### config.mk
export PLATFORM = sky130hd
export DESIGN_NAME = lsu_load_align_flat
export DESIGN_NICKNAME = d
export VERILOG_FILES = /design/src/rtl/lsu_load_align_if.sv /design/src/rtl/lsu_load_align.sv /design/src/flat_wrapper.sv
export SDC_FILE = /design/constraint.sdc
export NUM_CORES = 1
export LEC_CHECK = 0
export BUFFER_PORTS_ARGS = -buffer_cell sky130_fd_sc_hd__buf_2
export CORE_MARGIN = 5
export CORE_UTILIZATION = 51
export CTS_BUF_LIST = sky130_fd_sc_hd__clkbuf_2 sky130_fd_sc_hd__clkbuf_4 sky130_fd_sc_hd__clkbuf_8
export CTS_CLUSTER_DIAMETER = 150
export DETAILED_ROUTE_END_ITERATION = 10
export PLACE_DENSITY = 0.79
export SETUP_SLACK_MARGIN = 0.1
export SYNTH_ARGS = -nofsm -noshare
export SYNTH_HDL_FRONTEND = slang
export SYNTH_SLANG_ARGS = --single-unit
export TNS_END_PERCENT = 1
### constraint.sdc
create_clock -name clk -period 3.2 [get_ports clk]
set_input_delay 0.32 -clock clk [delete_from_list [all_inputs] [get_ports clk]]
set_output_delay 0.32 -clock clk [all_outputs]
set_load 0.005 [all_outputs]
### src/rtl/lsu_load_align_if.sv
// Load-aligner bundle: core request, memory request/response and result channels.
// The slave modport is the aligner itself; master is the core/memory side driving it.
interface lsu_load_align_if #(
    parameter int XLEN = 32
);
    logic            req_valid;
    logic            req_ready;
    logic [2:0]      req_funct;
    logic [XLEN-1:0] req_addr;

    logic            mem_req_valid;
    logic            mem_req_ready;
    logic [XLEN-1:0] mem_req_addr;

    logic            mem_rsp_valid;
    logic [XLEN-1:0] mem_rsp_data;

    logic            rsp_valid;
    logic            rsp_ready;
    logic [XLEN-1:0] rsp_data;
    logic            rsp_fault;

    logic            busy;

    modport master (
        output req_valid, req_funct, req_addr, mem_req_ready,
               mem_rsp_valid, mem_rsp_data, rsp_ready,
        input  req_ready, mem_req_valid, mem_req_addr,
               rsp_valid, rsp_data, rsp_fault, busy
    );

    modport slave (
        input  req_valid, req_funct, req_addr, mem_req_ready,
               mem_rsp_valid, mem_rsp_data, rsp_ready,
        output req_ready, mem_req_valid, mem_req_addr,
               rsp_valid, rsp_data, rsp_fault, busy
    );
endinterface

### src/rtl/lsu_load_align.sv
// Load aligner: fetches one or two memory words, extracts the addressed bytes and extends them.
// Define LSU_MISALIGN_EN to split word-crossing loads into two beats; otherwise they fault.
module lsu_load_align #(
    parameter int XLEN   = 32,
    parameter int NBYTES = XLEN / 8
) (
    input logic             clk,
    input logic             rst,
    lsu_load_align_if.slave bus
);
    localparam int OFFW = $clog2(NBYTES);

`ifdef LSU_MISALIGN_EN
    localparam bit MISALIGN_EN = 1'b1;
`else
    localparam bit MISALIGN_EN = 1'b0;
`endif

    typedef enum logic [2:0] {IDLE, REQ0, WAIT0, REQ1, WAIT1, RESP} state_t;

    state_t          state;
    state_t          state_next;
    logic [2:0]      funct_q;
    logic [XLEN-1:0] addr_q;
    logic [XLEN-1:0] word0_q;
    logic            rsp_valid_q;
    logic            rsp_fault_q;
    logic [XLEN-1:0] rsp_data_q;

    logic            accept;
    logic [OFFW-1:0] req_off;
    logic [OFFW-1:0] off_q;
    logic [XLEN-1:0] aligned_addr;
    logic            idle_fault;
    logic [XLEN-1:0] low;
    logic [XLEN-1:0] load_data;
    logic            fill;

    function automatic logic funct_legal(input logic [2:0] f);
        case (f)
            3'b000, 3'b001, 3'b010, 3'b100, 3'b101: funct_legal = 1'b1;
            3'b011, 3'b110:                         funct_legal = (XLEN == 64);
            default:                                funct_legal = 1'b0;
        endcase
    endfunction

    function automatic logic [4:0] size_of(input logic [1:0] f);
        size_of = 5'd1 << f;
    endfunction

    function automatic logic crosses(input logic [2:0] f, input logic [OFFW-1:0] off);
        crosses = (5'(off) + size_of(f[1:0])) > 5'(NBYTES);
    endfunction

    assign accept       = bus.req_valid && bus.req_ready;
    assign req_off      = bus.req_addr[OFFW-1:0];
    assign off_q        = addr_q[OFFW-1:0];
    assign aligned_addr = {addr_q[XLEN-1:OFFW], {OFFW{1'b0}}};
    assign idle_fault   = !funct_legal(bus.req_funct) ||
                          (crosses(bus.req_funct, req_off) && !MISALIGN_EN);

    always_ff @(posedge clk or posedge rst) begin
        if (rst) state <= IDLE;
        else     state <= state_next;
    end

    always_comb begin
        state_next = state;
        case (state)
            IDLE:    if (accept)            state_next = idle_fault ? RESP : REQ0;
            REQ0:    if (bus.mem_req_ready) state_next = WAIT0;
            WAIT0:   if (bus.mem_rsp_valid) state_next = crosses(funct_q, off_q) ? REQ1 : RESP;
            REQ1:    if (bus.mem_req_ready) state_next = WAIT1;
            WAIT1:   if (bus.mem_rsp_valid) state_next = RESP;
            RESP:    if (bus.rsp_ready)     state_next = IDLE;
            default:                        state_next = IDLE;
        endcase
    end

    always_comb begin
        bus.req_ready     = (state == IDLE) && !rst;
        bus.mem_req_valid = (state == REQ0) || (state == REQ1);
        bus.mem_req_addr  = (state == REQ1) ? aligned_addr + XLEN'(NBYTES) : aligned_addr;
        bus.busy          = (state != IDLE);
    end

    // The second beat arrives live on mem_rsp_data, so {word1,word0} is formed from the bus.
    always_comb begin
        low = (state == WAIT1) ? XLEN'({bus.mem_rsp_data, word0_q} >> {off_q, 3'b000})
                               : XLEN'({{XLEN{1'b0}}, bus.mem_rsp_data} >> {off_q, 3'b000});
        case (funct_q[1:0])
            2'b00:   fill = low[7];
            2'b01:   fill = low[15];
            2'b10:   fill = low[31];
            default: fill = low[XLEN-1];
        endcase
        fill      = fill & ~funct_q[2];
        load_data = low;
        for (int i = 0; i < NBYTES; i++) begin
            load_data[i*8 +: 8] = (i < int'(size_of(funct_q[1:0]))) ? low[i*8 +: 8] : {8{fill}};
        end
    end

    always_ff @(posedge clk or posedge rst) begin
        if (rst) begin
            funct_q     <= '0;
            addr_q      <= '0;
            word0_q     <= '0;
            rsp_valid_q <= 1'b0;
            rsp_fault_q <= 1'b0;
            rsp_data_q  <= '0;
        end else begin
            if (accept) begin
                funct_q <= bus.req_funct;
                addr_q  <= bus.req_addr;
            end
            if (state == WAIT0 && bus.mem_rsp_valid) word0_q <= bus.mem_rsp_data;
            if (state != RESP && state_next == RESP) begin
                rsp_valid_q <= 1'b1;
                rsp_fault_q <= (state == IDLE);
                rsp_data_q  <= (state == IDLE) ? '0 : load_data;
            end else if (state == RESP && bus.rsp_ready) begin
                rsp_valid_q <= 1'b0;
                rsp_fault_q <= 1'b0;
                rsp_data_q  <= '0;
            end
        end
    end

    assign bus.rsp_valid = rsp_valid_q;
    assign bus.rsp_fault = rsp_fault_q;
    assign bus.rsp_data  = rsp_data_q;
endmodule

### src/flat_wrapper.sv
// flat-port wrapper written by rule: the top's interface ports become plain ports
module lsu_load_align_flat 
#(
    parameter int XLEN   = 32,
    parameter int NBYTES = XLEN / 8
)
  (clk, rst, bus_req_valid, bus_req_funct, bus_req_addr, bus_mem_req_ready, bus_mem_rsp_valid, bus_mem_rsp_data, bus_rsp_ready, bus_req_ready, bus_mem_req_valid, bus_mem_req_addr, bus_rsp_valid, bus_rsp_data, bus_rsp_fault, bus_busy);
  lsu_load_align_if #(.XLEN(XLEN)) bus_i ();
  input logic clk;
  input logic rst;
  input wire logic [$bits(bus_i.req_valid)-1:0] bus_req_valid;
  input wire logic [$bits(bus_i.req_funct)-1:0] bus_req_funct;
  input wire logic [$bits(bus_i.req_addr)-1:0] bus_req_addr;
  input wire logic [$bits(bus_i.mem_req_ready)-1:0] bus_mem_req_ready;
  input wire logic [$bits(bus_i.mem_rsp_valid)-1:0] bus_mem_rsp_valid;
  input wire logic [$bits(bus_i.mem_rsp_data)-1:0] bus_mem_rsp_data;
  input wire logic [$bits(bus_i.rsp_ready)-1:0] bus_rsp_ready;
  output wire logic [$bits(bus_i.req_ready)-1:0] bus_req_ready;
  output wire logic [$bits(bus_i.mem_req_valid)-1:0] bus_mem_req_valid;
  output wire logic [$bits(bus_i.mem_req_addr)-1:0] bus_mem_req_addr;
  output wire logic [$bits(bus_i.rsp_valid)-1:0] bus_rsp_valid;
  output wire logic [$bits(bus_i.rsp_data)-1:0] bus_rsp_data;
  output wire logic [$bits(bus_i.rsp_fault)-1:0] bus_rsp_fault;
  output wire logic [$bits(bus_i.busy)-1:0] bus_busy;
  assign bus_i.req_valid = bus_req_valid;
  assign bus_i.req_funct = bus_req_funct;
  assign bus_i.req_addr = bus_req_addr;
  assign bus_i.mem_req_ready = bus_mem_req_ready;
  assign bus_i.mem_rsp_valid = bus_mem_rsp_valid;
  assign bus_i.mem_rsp_data = bus_mem_rsp_data;
  assign bus_i.rsp_ready = bus_rsp_ready;
  assign bus_req_ready = bus_i.req_ready;
  assign bus_mem_req_valid = bus_i.mem_req_valid;
  assign bus_mem_req_addr = bus_i.mem_req_addr;
  assign bus_rsp_valid = bus_i.rsp_valid;
  assign bus_rsp_data = bus_i.rsp_data;
  assign bus_rsp_fault = bus_i.rsp_fault;
  assign bus_busy = bus_i.busy;
  lsu_load_align #(.XLEN(XLEN), .NBYTES(NBYTES)) u_core (.clk(clk), .rst(rst), .bus(bus_i));
endmodule
* Word-level counts from Yosys, hierarchy flattened
Cells that the tools add are included.
** Cells by class
- $add $sub $neg :: 3
- Equal/unequal tests :: 12
- Reduce and logical (&&, ||, !) cells :: 15
- Shift-type cells :: 4
- Mux-type cells :: 23
- $lt $le $gt $ge :: 6
- Bitwise operators :: 2
** Operators with widths (count)
- $mux 32 :: 5
- $shr 64x5->32 :: 1
- $add 32x3->32 const B :: 1
- $mux 8 :: 4
- $shr 32x5->32 :: 1
- $mux 3 :: 8
- $pmux 3 s6 :: 1
- $eq 3x3->1 const B :: 5
- $add 2x5->5 :: 2
- $gt 5x3->1 const B :: 2
- $lt 1x5->1 const A :: 2
- $lt 2x5->1 const A :: 2
- $shl 1x2->5 const A :: 2
- $eq 3x2->1 const B :: 3
- $eq 3x1->1 const B :: 2
- $logic_not 3->1 :: 2
- $logic_and 1x1->1 :: 5
- $reduce_or 5->1 :: 1
- $mux 1 :: 4
- $ne 3x3->1 const B :: 1
- $reduce_bool 3->1 :: 1
- $eq 2x1->1 const B :: 1
- $logic_not 1->1 :: 2
- $logic_not 2->1 :: 1
- 5 further kinds :: 6
** Storage, ports and cells
- Input bits :: 73
- Bits in registers :: 104

* Logic depth before layout (Yosys ltp)
- Depth in word-level cells :: 11
- Mapped depth :: 11
- Gate-level depth less buffers :: 10

* Worst setup path before layout
Ideal clock, no wire load.
- Path type :: register -> register
- From :: register u_core.funct_q[0]
- To :: register u_core.rsp_data_q[16] (netlist: u_core.bus.rsp_data[16])
- Period minus slack after synthesis :: 2.781 ns
- Setup slack :: 0.419 ns
- Stages on the path, launching flop included :: 11
- Data required time :: 3.135 ns
- Data arrival time :: 2.715 ns
- Library setup time :: 0.065 ns
- Cells stage by stage :: dfrtp_1 > nor2_1 > ha_1 > fa_1 > o21ba_2 > o21ai_0 > a31o_1 > o211ai_4 > nor4_4 > buf_6 > a22o_1
** Between the ends
- Word-level cells in the longest chain between the ends :: 9
- Elaborated cells between the ends (all ways) :: 17
- Classes of those cells :: add/sub (1); order compare (2); eq/ne (2); shift (1); mux (7); bitwise (1); reduce/logical (3)
** Ends and longest elaborated chain
- start: declaration :: RTL line lsu_load_align.sv:23 : logic [2:0] funct_q;
- start signal: assignment :: RTL line lsu_load_align.sv:114 : funct_q <= bus.req_funct;
- $shl 1x2->5 :: RTL line lsu_load_align.sv:48 : size_of = 5'd1 << f;
- $add 2x5->5 :: RTL line lsu_load_align.sv:52 : crosses = (5'(off) + size_of(f[1:0])) > 5'(NBYTES);
- $gt 5x3->1 :: RTL line lsu_load_align.sv:52
- $mux 3 (2 in a row) :: RTL line lsu_load_align.sv:72 : WAIT0: if (bus.mem_rsp_valid) state_next = crosses(funct_q, off_q) ? REQ1 : RESP;
- $pmux 3 s6 :: RTL line lsu_load_align.sv:69 : case (state)
- $eq 3x3->1 :: RTL line lsu_load_align.sv:118 : if (state != RESP && state_next == RESP) begin
- $logic_and 1x1->1 :: RTL line lsu_load_align.sv:118
- $mux 32 / $reduce_bool 2->1 (equally long branches)
- end signal: assignment :: RTL line lsu_load_align.sv:121 : rsp_data_q <= (state == IDLE) ? '0 : load_data;
- end: declaration :: RTL line lsu_load_align.sv:28 : logic [XLEN-1:0] rsp_data_q;
Parallel ways exist; a longest one is shown, timed or not.
A chain may end at the register's enable or synchronous reset.

* Worst setup path in the final report
- From :: register u_core.state[1]
- To :: output port bus_mem_req_addr[31]
** Between the ends
- Word-level cells in the longest chain between the ends :: 2
** Ends and longest elaborated chain
- start: declaration :: RTL line lsu_load_align.sv:21 : state_t state;
- start signal: assignment :: RTL line lsu_load_align.sv:64 : else state <= state_next;
- $eq 3x2->1 :: RTL line lsu_load_align.sv:83 : bus.mem_req_addr = (state == REQ1) ? aligned_addr + XLEN'(NBYTES) : aligned_addr;
- $mux 32 :: RTL line lsu_load_align.sv:83
- end: declaration :: RTL line flat_wrapper.sv:20 : output wire logic [$bits(bus_i.mem_req_addr)-1:0] bus_mem_req_addr;
Every way passes these cells.

==> run_results.csv <==
group,metric,value,unit
worst_setup_path,critPathKind,"register to primary output",
placement,hpwl,11670,um
placement,pre_cts_slack,0.2883,ns
logic_synthesis,netlist_area,6182,um2
power_and_ir_drop,internal_power,3.956,mW
power_and_ir_drop,p_seq_frac,0.376,
detailed_routing,drcViolationCount,0,
clocking,postCtsHoldBufs,0,
logic_synthesis,yosysWarnings,0,
logic_synthesis,ys_async_sr_fraction,1.000,
timing,finalHoldViolCount,0,
global_route,grt_pass1_wl,25830,um
global_route,antenna_found_initial,0,
timing,worstMarginPinSlew,0.9286,ns
worst_setup_path,worstPathMaxFanout,13,
global_route,grt_use_total,0.2227,
clocking,cts.sinks,104,
timing,max-slew-margin-rel,0.3809,
logic_synthesis,avgSynthCellArea,11.51,um2
logic_synthesis,synthFlopType,"dfrtp_1",
job,maxCapViolations,0,
clocking,cts_buffers,9,
run_status,status,"finished, final reports clean",
logic_synthesis,ys_seq_elements,104,
logic_synthesis,postSynthCellCount,537,
power_and_ir_drop,power.density,934.3,nW/um2
layout,fin_nets,737,
clocking,cts_setup_buffers,0,
floorplan,dieArea,14420,um2
global_route,grt_pass1_vias,4920,
layout,final_util,0.5977,
logic_synthesis,synthSimpleGateAreaFrac,0.1139,
worst_setup_path,crit_path_start_kind,"register",
power_and_ir_drop,p_sw_frac,0.4078,
worst_setup_path,required,2.88,ns
timing,fmax,0.3356,GHz
layout,area_growth,15.64,%
power_and_ir_drop,p_comb_frac,0.506,
power_and_ir_drop,ir_drop,0.4564,mV
power_and_ir_drop,power.net_switching,2.724,mW
clocking,post_cts_resize_count,0,
floorplan,start_util,0.5168,
detailed_routing,dr.pass1.iters,5,
timing,timing.final.ws_setup,0.2200,ns
power_and_ir_drop,p_leak,3.216,nW
logic_synthesis,synth_top_family_by_area,"multiplexers",
worst_setup_path,arrival,2.66,ns
timing,finalSetupTns,0,ns
timing,min_period_over_period,0.9312,
detailed_routing,wl_per_cell,19.57,um
global_route,grt_max_degree,84,
floorplan,ios,142,
layout,insertedDiodeCount,0,
detailed_routing,vias,4890,
placement,port_buffers,139,
detailed_routing,wl,15850,um
floorplan,fp.coreArea,11960,um2
clocking,clockBufferDepth,2,
logic_synthesis,synth_adder_area_share,0.01255,
logic_synthesis,synth_xor_area_frac,0.04392,
floorplan,die_x,120.1,um
logic_synthesis,synth_top_area_frac,0.4210,
global_route,grt_overflow,0,
clocking,clock_latency,0.37,ns
timing,setup_viol,0,
placement,place.gp.congestion,0.8722,
clocking,cts_tree,"done",
clocking,clk_pin_slew,0.11,ns
logic_synthesis,yosysMostFrequentCell,"dfrtp_1",
clocking,cts-root-buf,"clkbuf_8",
logic_synthesis,synth_mux_area_frac,0.2404,
logic_synthesis,synth-compound-area-share,0.1299,
logic_synthesis,synth.distinct_cells,60,
floorplan,die_y,120.1,um
timing,layout_min_cycle_time,2.980,ns
detailed_routing,drtIter0Drc,418,
worst_setup_path,end_kind,"primary output",
logic_synthesis,synth_enable_flop_cells,0,
worst_setup_path,reg2reg_depth,9,
floorplan,placementRows,40,
logic_synthesis,ys_seq_area_frac,0.4210,
layout,drive_gt1_frac,0.3891,
timing,rsz0062_at_grt,"yes",
logic_synthesis,synth_top_cells_by_count,"dfrtp_1 (104), mux2_2 (66), mux2i_1 (48)",
timing,clock_skew,0.01697,ns
detailed_routing,detail-route-antenna-nets,0,
clocking,htree_levels,3,
worst_hold_path,hp-class,"primary input to asynchronous set/reset pin",
logic_synthesis,synth_top_area_cell,"dfrtp_1",
detailed_routing,vias_per_cell,6.037,
logic_synthesis,synthTopCellsByArea,"dfrtp_1 (42%), mux2_2 (12%), mux2i_1 (7.8%), xnor2_1 (3.7%), mux4_2 (2.6%)",
power_and_ir_drop,clkPwrFrac,0.118,
timing,slew_viol_final,0,
-- through the flow --
stage / cells / hold slack (ns) / area [um2] / power, mW
2_1_floorplan: 538 / 0.4245 / 6186 / 4.825
3_3_place_gp: 795 / 0.4841 / 6964 / 5.717
3_5_place_dp: 795 / 0.4880 / 6964 / 5.884
4_1_cts: 810 / 0.1047 / 7146 / 6.672
5_1_grt: 810 / 0.1324 / 7149 / 7.139
6_report: 810 / 0.07868 / 7149 / 6.679
-- cell type report --
class,instances,area (um2)
Fill cell,987,4812
Inverter,7,28.78
Sequential cell,104,2605
Clock buffer,13,166.4
Tap cell,147,183.9
Clock inverter,2,15.01
Timing Repair Buffer,150,790.8
Multi-Input combinational cell,387,3359
-- registers in the layout, indices dropped and copies added (netlist names) --
| name | cells |
|---|---|
| u_core.word0_q | 32 |
| u_core.bus.rsp_valid | 1 |
| u_core.bus.rsp_data | 32 |
| u_core.funct_q | 3 |
| u_core.addr_q | 32 |
| u_core.state | 3 |
| u_core.bus.rsp_fault | 1 |
-- critical path: stages, from the launching register on --
cell and delay, ns:
dfrtp_1 0.67, nand4b_4 0.21, nor3_4 0.37, nand2_1 0.14
or2_0 0.24, or3_1 0.38, xnor2_1 0.15, buf_2 0.13
-- power by group through the flow --
stage	clock network [mW]	logic, mW	registers (mW)
4_1_cts	0.798	3.38	2.50
5_1_grt	0.852	3.69	2.60
6_report	0.789	3.38	2.51
2_1_floorplan	0	2.48	2.35
3_5_place_dp	0	3.36	2.52
3_3_place_gp	0	3.24	2.48
-- metal layers --
metal,GRT usage,wire length (um),share of wire
met1,0.3129,7213,0.46
met2,0.3488,7525,0.47
met3,0.04053,822,0.052
met4,0.07516,287,0.018
met5,0,0,0
-- path summary, 6_finish.rpt --
| path | startpoint | to | slack (ns) |
|---|---|---|---|
| worst max-delay path | u_core.state[1]$_DFF_PP0_ | bus_mem_req_addr[31] | 0.22 |
| worst min-delay path | rst | u_core.addr_q[5]$_DFFE_PP0P_ | 0.08 |
| worst max register to register | u_core.funct_q[0]$_DFFE_PP0P_ | u_core.bus.rsp_data[23]$_DFFE_PP0P_ | 0.24 |
| worst min register to register | u_core.bus.rsp_data[3]$_DFFE_PP0P_ | u_core.bus.rsp_data[3]$_DFFE_PP0P_ | 0.50 |
| max in group asynchronous | rst | u_core.addr_q[17]$_DFFE_PP0P_ | 2.24 |
| min in group clk | bus_rsp_ready | u_core.bus.rsp_valid$_DFFE_PP0P_ | 0.16 |
-- cells in the final DEF (no fill, tap or decap), drive strengths merged, types with 4 or more instances in the layout --
cell type,count
nand2b,4
and3,7
a31oi,10
nor2b,5
or3,4
o2bb2ai,16
clkbuf,13
dfrtp,104
mux2,73
mux2i,48
xor2,5
a311o,7
nand2,31
nor2,18
mux4,8
o2111ai,8
xnor2,26
o221ai,15
buf,150
a22o,17
nand3,30
a21oi,6
inv,7
o21ai,8
nand4,5
-- cells by family after synthesis --
logic type,Yosys count
compound gates,98
xor+xnor,31
fa+ha+maj,5
buf+inv,47
flops,104
mux,129
other cells,1
simple gates,122
(Power assumes the default switching activity.)
